[config.mk]
export PLATFORM = sky130hd
export DESIGN_NAME = uart_frame_rx
export DESIGN_NICKNAME = d
export VERILOG_FILES = /design/src/rtl/uart_frame_rx.sv
export SDC_FILE = /design/constraint.sdc
export NUM_CORES = 1
export LEC_CHECK = 0
export BUFFER_PORTS_ARGS = -buffer_cell sky130_fd_sc_hd__buf_2
export CELL_PAD_IN_SITES_DETAIL_PLACEMENT = 0
export CELL_PAD_IN_SITES_GLOBAL_PLACEMENT = 1
export CORE_MARGIN = 4
export CORE_UTILIZATION = 41
export CTS_BUF_LIST = sky130_fd_sc_hd__clkbuf_16
export CTS_CLUSTER_SIZE = 14
export DETAILED_ROUTE_END_ITERATION = 12
export HOLD_SLACK_MARGIN = 0.03
export PLACE_DENSITY_LB_ADDON = 0.1
export SETUP_SLACK_MARGIN = 0.2
export SKIP_LAST_GASP = 1
export SLEW_MARGIN = 20
export SYNTH_ARGS = -nofsm -noshare
export SYNTH_HDL_FRONTEND = slang
export SYNTH_SLANG_ARGS = --single-unit
[constraint.sdc]
create_clock -name clk -period 1.95 [get_ports clk]
set_input_delay 0.39 -clock clk [delete_from_list [all_inputs] [get_ports clk]]
set_output_delay 0.39 -clock clk [all_outputs]
set_load 0.01 [all_outputs]
[src/rtl/uart_frame_rx.sv]
`default_nettype none
// ============================================================================
//  Module   : uart_frame_rx
//  Purpose  : Assembles UART bytes into fixed-length frames (LSB byte first)
//             and hands them to the core through a valid/ack holding register.
//  Revision : 1.0 - initial release
// ============================================================================
module uart_frame_rx #(
    parameter int FRAME_BYTES    = 5,
    parameter int TIMEOUT_CYCLES = 1000000,
    parameter int TW             = 20
) (
    input  logic                     clk,
    input  logic                     rst,
    input  logic                     uart_read_done,
    input  logic [7:0]               read_data,
    output logic [8*FRAME_BYTES-1:0] frame_data,
    output logic                     frame_valid,
    input  logic                     frame_ack,
    input  logic                     clear_err,
    output logic                     overrun,
    output logic                     timeout_err,
    output logic [2:0]               byte_cnt,
    output logic                     sta
);

    localparam int              FW         = 8 * FRAME_BYTES;
    localparam logic [2:0]      LAST_IDX   = 3'(FRAME_BYTES - 1);
    localparam logic [TW-1:0]   TIMER_LAST = TW'(TIMEOUT_CYCLES - 1);

    typedef enum logic {
        S_IDLE    = 1'b0,
        S_COLLECT = 1'b1
    } state_t;

    state_t          state_q, state_d;
    logic [2:0]      byte_cnt_q, byte_cnt_d;
    logic [TW-1:0]   timer_q, timer_d;
    logic [FW-1:0]   asm_q, asm_d;
    logic [FW-1:0]   frame_data_q, frame_data_d;
    logic            frame_valid_q, frame_valid_d;
    logic            overrun_q, overrun_d;
    logic            timeout_err_q, timeout_err_d;

    logic [FW-1:0]   w_merged;
    logic            w_complete;
    logic            w_timeout_hit;
    logic            w_overrun_set;

    always_ff @(posedge clk or negedge rst) begin
        if (!rst) begin
            state_q       <= S_IDLE;
            byte_cnt_q    <= '0;
            timer_q       <= '0;
            asm_q         <= '0;
            frame_data_q  <= '0;
            frame_valid_q <= 1'b0;
            overrun_q     <= 1'b0;
            timeout_err_q <= 1'b0;
        end else begin
            state_q       <= state_d;
            byte_cnt_q    <= byte_cnt_d;
            timer_q       <= timer_d;
            asm_q         <= asm_d;
            frame_data_q  <= frame_data_d;
            frame_valid_q <= frame_valid_d;
            overrun_q     <= overrun_d;
            timeout_err_q <= timeout_err_d;
        end
    end

    always_comb begin
        state_d       = state_q;
        byte_cnt_d    = byte_cnt_q;
        timer_d       = timer_q;
        asm_d         = asm_q;
        frame_data_d  = frame_data_q;
        frame_valid_d = frame_valid_q;
        overrun_d     = overrun_q;
        timeout_err_d = timeout_err_q;
        w_complete    = 1'b0;
        w_overrun_set = 1'b0;
        w_timeout_hit = 1'b0;

        // Current byte dropped into its slot; on the last byte this is the full frame.
        w_merged = asm_q;
        for (int k = 0; k < FRAME_BYTES; k++) begin
            if (byte_cnt_q == 3'(k)) begin
                w_merged[8*k +: 8] = read_data;
            end
        end

        if (uart_read_done) begin
            timer_d = '0;
            if (state_q == S_IDLE || byte_cnt_q < LAST_IDX) begin
                asm_d      = w_merged;
                byte_cnt_d = byte_cnt_q + 3'd1;
                state_d    = S_COLLECT;
            end else begin
                w_complete = 1'b1;
                byte_cnt_d = '0;
                state_d    = S_IDLE;
            end
        end else if (state_q == S_COLLECT) begin
            if (TIMEOUT_CYCLES != 0 && timer_q == TIMER_LAST) begin
                w_timeout_hit = 1'b1;
                byte_cnt_d    = '0;
                timer_d       = '0;
                state_d       = S_IDLE;
            end else begin
                timer_d = timer_q + 1'b1;
            end
        end

        if (w_complete) begin
            if (!frame_valid_q || frame_ack) begin
                frame_data_d  = w_merged;
                frame_valid_d = 1'b1;
            end else begin
                w_overrun_set = 1'b1;
            end
        end else if (frame_ack && frame_valid_q) begin
            frame_valid_d = 1'b0;
        end

        // A flag that sets in the same cycle as clear_err stays set.
        if (clear_err) begin
            overrun_d     = 1'b0;
            timeout_err_d = 1'b0;
        end
        if (w_overrun_set) begin
            overrun_d = 1'b1;
        end
        if (w_timeout_hit) begin
            timeout_err_d = 1'b1;
        end
    end

    assign frame_data  = frame_data_q;
    assign frame_valid = frame_valid_q;
    assign overrun     = overrun_q;
    assign timeout_err = timeout_err_q;
    assign byte_cnt    = byte_cnt_q;
    assign sta         = (state_q == S_COLLECT);

endmodule
`default_nettype wire

==> results of run 1 <==
-- worst max-delay path, stage by stage, from the launching register on --
cell and delay, ns:
dfrtp_1 0.40, ha_4 0.17, and4_4 0.22, nand2_2 0.06
or4_4 0.50, or3_1 0.31, nand3_1 0.09
-- worst max path at each step --
stage / from / end / slack [ns]
after floorplan: timer_q[0]$_DFFE_PN0P_ / timer_q[18]$_DFFE_PN0P_ / 0.11
after global placement: timer_q[0]$_DFFE_PN0P_ / timer_q[18]$_DFFE_PN0P_ / 0.15
after detailed placement: timer_q[0]$_DFFE_PN0P_ / timer_q[18]$_DFFE_PN0P_ / 0.13
after CTS: timer_q[1]$_DFFE_PN0P_ / timer_q[18]$_DFFE_PN0P_ / 0.15
after global routing: timer_q[1]$_DFFE_PN0P_ / timer_q[18]$_DFFE_PN0P_ / 0.08
final: timer_q[1]$_DFFE_PN0P_ / timer_q[18]$_DFFE_PN0P_ / 0.14
-- Yosys cell counts (2+ instances only) --
library cell	n	area, um^2
a21boi_0	2	15.0
a21oi_1	11	55.1
a31oi_1	9	56.3
a41oi_1	2	17.5
and2_1	2	12.5
and3_1	5	31.3
buf_1	8	30.0
buf_2	3	15.0
clkbuf_1	15	56.3
dfrtp_1	107	2680
ha_1	6	75.1
inv_1	10	37.5
mux2_1	2	22.5
mux2_2	38	428
mux2i_1	41	410
nand2_1	64	240
nand2_2	2	12.5
nand2b_1	7	43.8
nand3_1	13	65.1
nand3b_1	2	15.0
nand4_1	6	37.5
nor2_1	7	26.3
nor3_1	2	10.0
o21ai_0	43	215
o21ai_1	9	45.0
o22ai_1	2	12.5
o32ai_1	2	17.5
or3_1	7	43.8
-- layer usage --
layer  share of wire, %  up-vias  wire, um
met5                  0        -         0
li1                   -     1716         -
met1                 51     1715      5600
met3                4.4       10       483
met4                1.4        0       160
met2                 43       75      4800
-- kinds of logic after synthesis --
kind of cell	Yosys count	share of synthesized area (%)
xor+xnor	2	0.362
buf+inv	37	2.95
compound gates	84	9.68
simple gates	123	12.2
fa+ha+maj	6	1.55
flops	107	55.4
mux	81	17.8
-- registers in the layout (all words and copies together) (netlist names) --
register and count:
asm_q 40, frame_data 40, timer_q 20, byte_cnt 3
frame_valid 1, overrun 1, sta 1, timeout_err 1
-- cells in the final DEF (no fill, tap or decap), drive strengths merged, types with 3 or more instances in the layout --
| master | instances |
|---|---|
| dfrtp | 107 |
| a31oi | 9 |
| o21ai | 52 |
| or3 | 7 |
| clkbuf | 9 |
| mux2 | 40 |
| a21oi | 11 |
| ha | 6 |
| nand2 | 66 |
| nor3 | 3 |
| nor2 | 7 |
| nand4 | 6 |
| nand2b | 7 |
| mux2i | 41 |
| nand3 | 13 |
| buf | 94 |
| and3 | 5 |
| inv | 13 |
-- per-stage QoR --
| step | hold WS (ns) | util [%] |
|---|---|---|
| finish | 0.279 | 51.7 |
| global route | 0.282 | 51.7 |
| CTS | 0.274 | 50.9 |
| detailed placement | 0.393 | 48.1 |
| global placement | 0.393 | 48.1 |
| floorplan | 0.0944 | - |
-- timing repair --
item                                    4_1_cts  5_1_grt
hold buffers                                  1        0
endpoints found under the setup margin       18       39
hold endpoints to repair                     18        0
buffers inserted                              2        2
pin swaps                                     1        3
gates cloned                                  0        0
gates resized for setup                       2       18
-- power by group through the flow --
stage | sequential, mW | clock (mW) | combinational, mW
CTS | 3.51 | 1.87 | 2.82
floorplan | 3.67 | 0 | 1.65
finish | 3.51 | 1.82 | 2.79
global placement | 3.52 | 0 | 2.75
detailed placement | 3.55 | 0 | 2.80
global route | 3.63 | 1.96 | 3.13
-- final cells by class --
type	instances	area, um^2
multi-input combinational	296	2110
inverter	11	41.3
sequential	107	2680
clock inverter	6	63.8
clock buffer	9	225
tap	143	179
timing repair buffer	95	624
fill	1028	5540
==> run_results.csv, run 1 <==
group,metric,value,unit
sta,hold_viol,0,
power_and_ir_drop,combPwrFrac,34.3,%
logic_synthesis,synth_cells,440,
place,port_buffers,59,
global_routing,grt_pass1_wl,17800,um
global_routing,antenna_found_initial,0,
power_and_ir_drop,p_clk_share,22.4,%
status,status,"complete, no violations",
global_routing,grt_pass1_vias,3416,
logic_synthesis,synthFlopType,"dfrtp_1",
logic_synthesis,ys_ff_latch,107,
floorplan,die_h,117,um
detailed_routing,vias,3516,
global_routing,grt_usage,16.9,%
setup_path,worst-path-max-fanout,4,
clock_tree,clock_tree.root_cell,"clkbuf_16",
detailed_routing,routed_wl,11000,um
place,place_inst,647,
floorplan,die_w,117,um
detailed_routing,drt-initial-drc-count,158,
setup_path,r2r_end,"timer_q[18]$_DFFE_PN0P_",
power_and_ir_drop,netSwitchingPower,2.72,mW
min_path,hp-class,"in -> reg",
detailed_routing,drc,0,
detailed_routing,wl_per_cell,16.6,um
global_routing,overflow,0,
floorplan,initial_utilization,42.1,%
finish,final_cell_area,5930,um^2
setup_path,worstReg2RegStart,"timer_q[1]$_DFFE_PN0P_",
clock_tree,cts_sinks,107,
logic_synthesis,synth_warnings,0,
global_routing,use_met1,25.8,%
logic_synthesis,ys_seq_area_share,55.4,%
clock_tree,clock_tree.buffer_depth,2,
clock_tree,ctsHtreeMaxLevel,3,
detailed_routing,dr.pass1.iters,4,
sta,clock.fmax,554,MHz
floorplan,core,11500,um^2
logic_synthesis,synth_nets,459,
floorplan,io_pins,60,
finish,fin_nets,539,
place,hpwl,7720,um
clock_tree,worstSkewPairLatency,0.34,ns
sta,worst_pin_slew,0.503,ns
setup_path,crit_type,"reg -> reg",
floorplan,rows,39,
sta,period_needed,1.81,ns
logic_synthesis,yosysUniqueCellTypes,41,
logic_synthesis,syn_area_per_cell,11.0,um^2
finish,drive_gt1_share,32.6,%
power_and_ir_drop,total_power,8.13,mW
floorplan,die_area,13600,um^2
finish,area_delta_synth_final,22.6,%
detailed_routing,viasPerCell,5.27,
detailed_routing,ant_nets,0,
min_path,min_from,"clear_err",
power_and_ir_drop,vdd_drop_max,0.000608,V
sta,slew_headroom,66.5,%
run,cap_viol_max_count,0,
global_routing,top_usage_layer,"met1",
setup_path,arrival,2.08,ns
min_path,hold_depth,2,
setup_path,cp-start-kind,"flop",
sta,fin_tns_setup,0,ns
global_routing,grtUsageMet3,2.75,%
sta,slew_violations,0,
power_and_ir_drop,p_leak,2.89,nW
logic_synthesis,async_flop_share,100,%
power_and_ir_drop,seq_power_share,43.2,%
place,pre_cts_ws,0.128,ns
global_routing,grt_start_max_net_pins,81,
clock_tree,clkTransAtPathRegs,0.07,ns
setup_path,reg2reg_depth,6,
setup_path,required,2.23,ns
sta,setup_slack,0.144,ns
sta,period_share,92.6,%
power_and_ir_drop,p_int,5.41,mW
place,place_area,5510,um^2
place,place_congestion,0.795,
sta,setup_viol,0,
setup_path,end_kind,"flop",
power_and_ir_drop,pwr_density_cell,1370,nW/um^2
min_path,whs_endpoint,"timeout_err$_DFFE_PN0P_",
global_routing,met2_usage,24.1,%
clock_tree,cts_tree,"built",
sta,rsz0062_at_grt,"true",
finish,instances_no_fill,667,
sta,fin_skew,0.00725,ns
clock_tree,numCtsBuffers,9,
finish,n_antenna_cell,0,
logic_synthesis,synth_edf_count,0,
logic_synthesis,syn-cell-area,4830,um^2
setup_path,r2r_setup_slack,0.14,ns
power_and_ir_drop,p_sw_share,33.5,%
Power figures use the tool's default switching activity.
==> run 2: changes to the inputs <==
--- a/config.mk
+++ b/config.mk
@@ -9,7 +9,7 @@
 export CELL_PAD_IN_SITES_DETAIL_PLACEMENT = 0
 export CELL_PAD_IN_SITES_GLOBAL_PLACEMENT = 1
 export CORE_MARGIN = 4
-export CORE_UTILIZATION = 41
+export CORE_UTILIZATION = 42
 export CTS_BUF_LIST = sky130_fd_sc_hd__clkbuf_16
 export CTS_CLUSTER_SIZE = 14
 export DETAILED_ROUTE_END_ITERATION = 12
==> constraint.sdc (replaced) <==
create_clock -name clk -period 1.8 [get_ports clk]
set_input_delay 0.36 -clock clk [delete_from_list [all_inputs] [get_ports clk]]
set_output_delay 0.36 -clock clk [all_outputs]
set_load 0.01 [all_outputs]
==> run 2 against run 1 <==
  * Design area is 2.5% higher
  * Via count is 1.3% lower
  * Clock-buffer cell count unchanged
  * Sequential power rose by 8.0%
  * Clock power barely moved
  * Routed wire length is 1.6% higher
==> run_results.csv, run 2 (synthesis results as in run 1) <==
group,metric,value,unit
status,status,"complete, no violations",
power_and_ir_drop,pwr_density_cell,1460,nW/um^2
clock_tree,clock_tree.buffer_depth,2,
sta,period_needed,1.76,ns
global_routing,grtUsageMet3,4.00,%
finish,drive_gt1_share,36.8,%
detailed_routing,wl_per_cell,16.7,um
power_and_ir_drop,total_power,8.88,mW
setup_path,required,2.09,ns
sta,slew_headroom,69.3,%
sta,slew_violations,0,
sta,clock.fmax,567,MHz
finish,n_antenna_cell,0,
place,place_congestion,0.822,
setup_path,crit_type,"reg -> reg",
setup_path,path_buf_inv,0,
floorplan,initial_utilization,43.8,%
place,place_inst,647,
sta,fin_skew,0.00722,ns
finish,area_delta_synth_final,25.7,%
finish,layout_common_cells,"dfrtp_1 (103), nand2_1 (63), buf_2 (58)",
power_and_ir_drop,netSwitchingPower,3.01,mW
power_and_ir_drop,p_leak,2.93,nW
floorplan,die_h,115,um
global_routing,use_met1,24.2,%
finish,instances_no_fill,672,
setup_path,slowest_delay,0.50,ns
finish,fin_nets,546,
clock_tree,numCtsBuffers,9,
power_and_ir_drop,p_sw_share,33.9,%
setup_path,critPathTopFamily,"simple AND/OR/NAND/NOR gates",
global_routing,top_usage_layer,"met2",
clock_tree,clock_tree.root_cell,"clkbuf_16",
sta,rsz0062_at_grt,"true",
power_and_ir_drop,p_int,5.87,mW
power_and_ir_drop,combPwrFrac,36.8,%
min_path,hp-class,"in -> reg",
clock_tree,cts_sinks,107,
global_routing,grt_pass1_wl,18300,um
detailed_routing,vias,3470,
global_routing,antenna_found_initial,0,
global_routing,grt_pass1_vias,3440,
finish,mostFrequentLayoutCell,"dfrtp_1",
global_routing,overflow,0,
sta,setup_viol,0,
clock_tree,worstSkewPairLatency,0.35,ns
setup_path,end_kind,"flop",
clock_tree,clkTransAtPathRegs,0.07,ns
global_routing,grt_start_max_net_pins,81,
detailed_routing,dr.pass1.iters,4,
floorplan,die_w,115,um
finish,final_util,55.1,%
detailed_routing,routed_wl,11200,um
sta,hold_viol,0,
clock_tree,cts_tree,"built",
power_and_ir_drop,seq_power_share,42.7,%
detailed_routing,drt-initial-drc-count,167,
global_routing,met2_usage,28.9,%
setup_path,arrival,2.06,ns
sta,period_share,98.0,%
setup_path,cpMaxStageDelayCell,"or4_4",
detailed_routing,ant_nets,0,
floorplan,io_pins,60,
place,hpwl,7770,um
power_and_ir_drop,vdd_drop_max,0.000732,V
floorplan,die_area,13300,um^2
floorplan,core,11000,um^2
detailed_routing,viasPerCell,5.16,
floorplan,rows,38,
sta,holdWs,0.221,ns
place,port_buffers,59,
global_routing,grt_usage,17.8,%
setup_path,cp-start-kind,"flop",
setup_path,path_cells,"ha_4, and4_4, nand2_2, or4_4, or3_1, nand3_1",
power_and_ir_drop,p_clk_share,20.5,%
min_path,min_from,"clear_err",
detailed_routing,drc,0,
run,cap_viol_max_count,0,
setup_path,worstReg2RegStart,"timer_q[0]$_DFFE_PN0P_",
clock_tree,ctsHtreeMaxLevel,3,
setup_path,worst-path-max-fanout,3,
sta,worst_pin_slew,0.461,ns
setup_path,timing.critical_path.from,"timer_q[0]$_DFFE_PN0P_",
run 2: layer usage:
layer | up-vias | share of wire, %
li1 | 1729 | -
met1 | 1679 | 47
met2 | 60 | 49
met3 | 2 | 3.6
met4 | 0 | 0.39
met5 | - | 0
run 2: worst paths after layout:
check | end | slack, ns | cells after the start
worst max register to register | timer_q[18]$_DFFE_PN0P_ | 0.04 | 6
worst min-delay path | timeout_err$_DFFE_PN0P_ | 0.22 | 2
max in group asynchronous | asm_q[0]$_DFFE_PN0P_ | 0.73 | 3
worst min register to register | frame_data[2]$_DFFE_PN0P_ | 0.47 | 2
min in group asynchronous | asm_q[29]$_DFFE_PN0P_ | 0.50 | 2
worst max-delay path | timer_q[18]$_DFFE_PN0P_ | 0.04 | 6
run 2: layout make-up:
cell class                      count  area, um^2
Tap cell                          140         175
Multi-Input combinational cell    296        2210
Clock inverter                      7        43.8
Fill cell                        1034        4950
Timing Repair Buffer              102         692
Clock buffer                        9         225
Sequential cell                   107        2680
Inverter                           11        42.5
run 2: timing repair:
| action | 4_1_cts | 5_1_grt |
|---|---|---|
| setup buffers | 6 | 2 |
| endpoints found under the hold margin | 29 | 0 |
| endpoints found under the setup margin | 37 | 67 |
| pin swaps | 4 | 11 |
| cloned | 0 | 0 |
| gates resized for setup | 14 | 25 |
| hold buffers | 1 | 0 |
run 2: per-stage QoR:
| stage | instance area (um^2) | worst slack, ns | TNS, ns |
|---|---|---|---|
| detailed placement | 5580 | -0.00220 | -0.00220 |
| floorplan | 4930 | -0.0444 | -0.0444 |
| global route | 6080 | -0.0471 | -0.157 |
| CTS | 5970 | 0.0391 | 0 |
| global placement | 5580 | 0.0208 | 0 |
| finish | 6080 | 0.0360 | 0 |
run 2: worst register-to-register path, stage by stage, from the launching register on:
cell	delay (ns)
dfrtp_1	0.40
ha_4	0.16
and4_4	0.21
nand2_2	0.05
or4_4	0.50
or3_1	0.31
nand3_1	0.08
run 2: power by group through the flow:
stage               sequential [mW]  clock, mW  combinational (mW)
CTS                            3.79       1.88                3.26
global placement               3.78          0                3.13
detailed placement             3.83          0                3.17
finish                         3.79       1.82                3.27
floorplan                      3.98          0                1.86
global route                   3.92       1.98                3.65
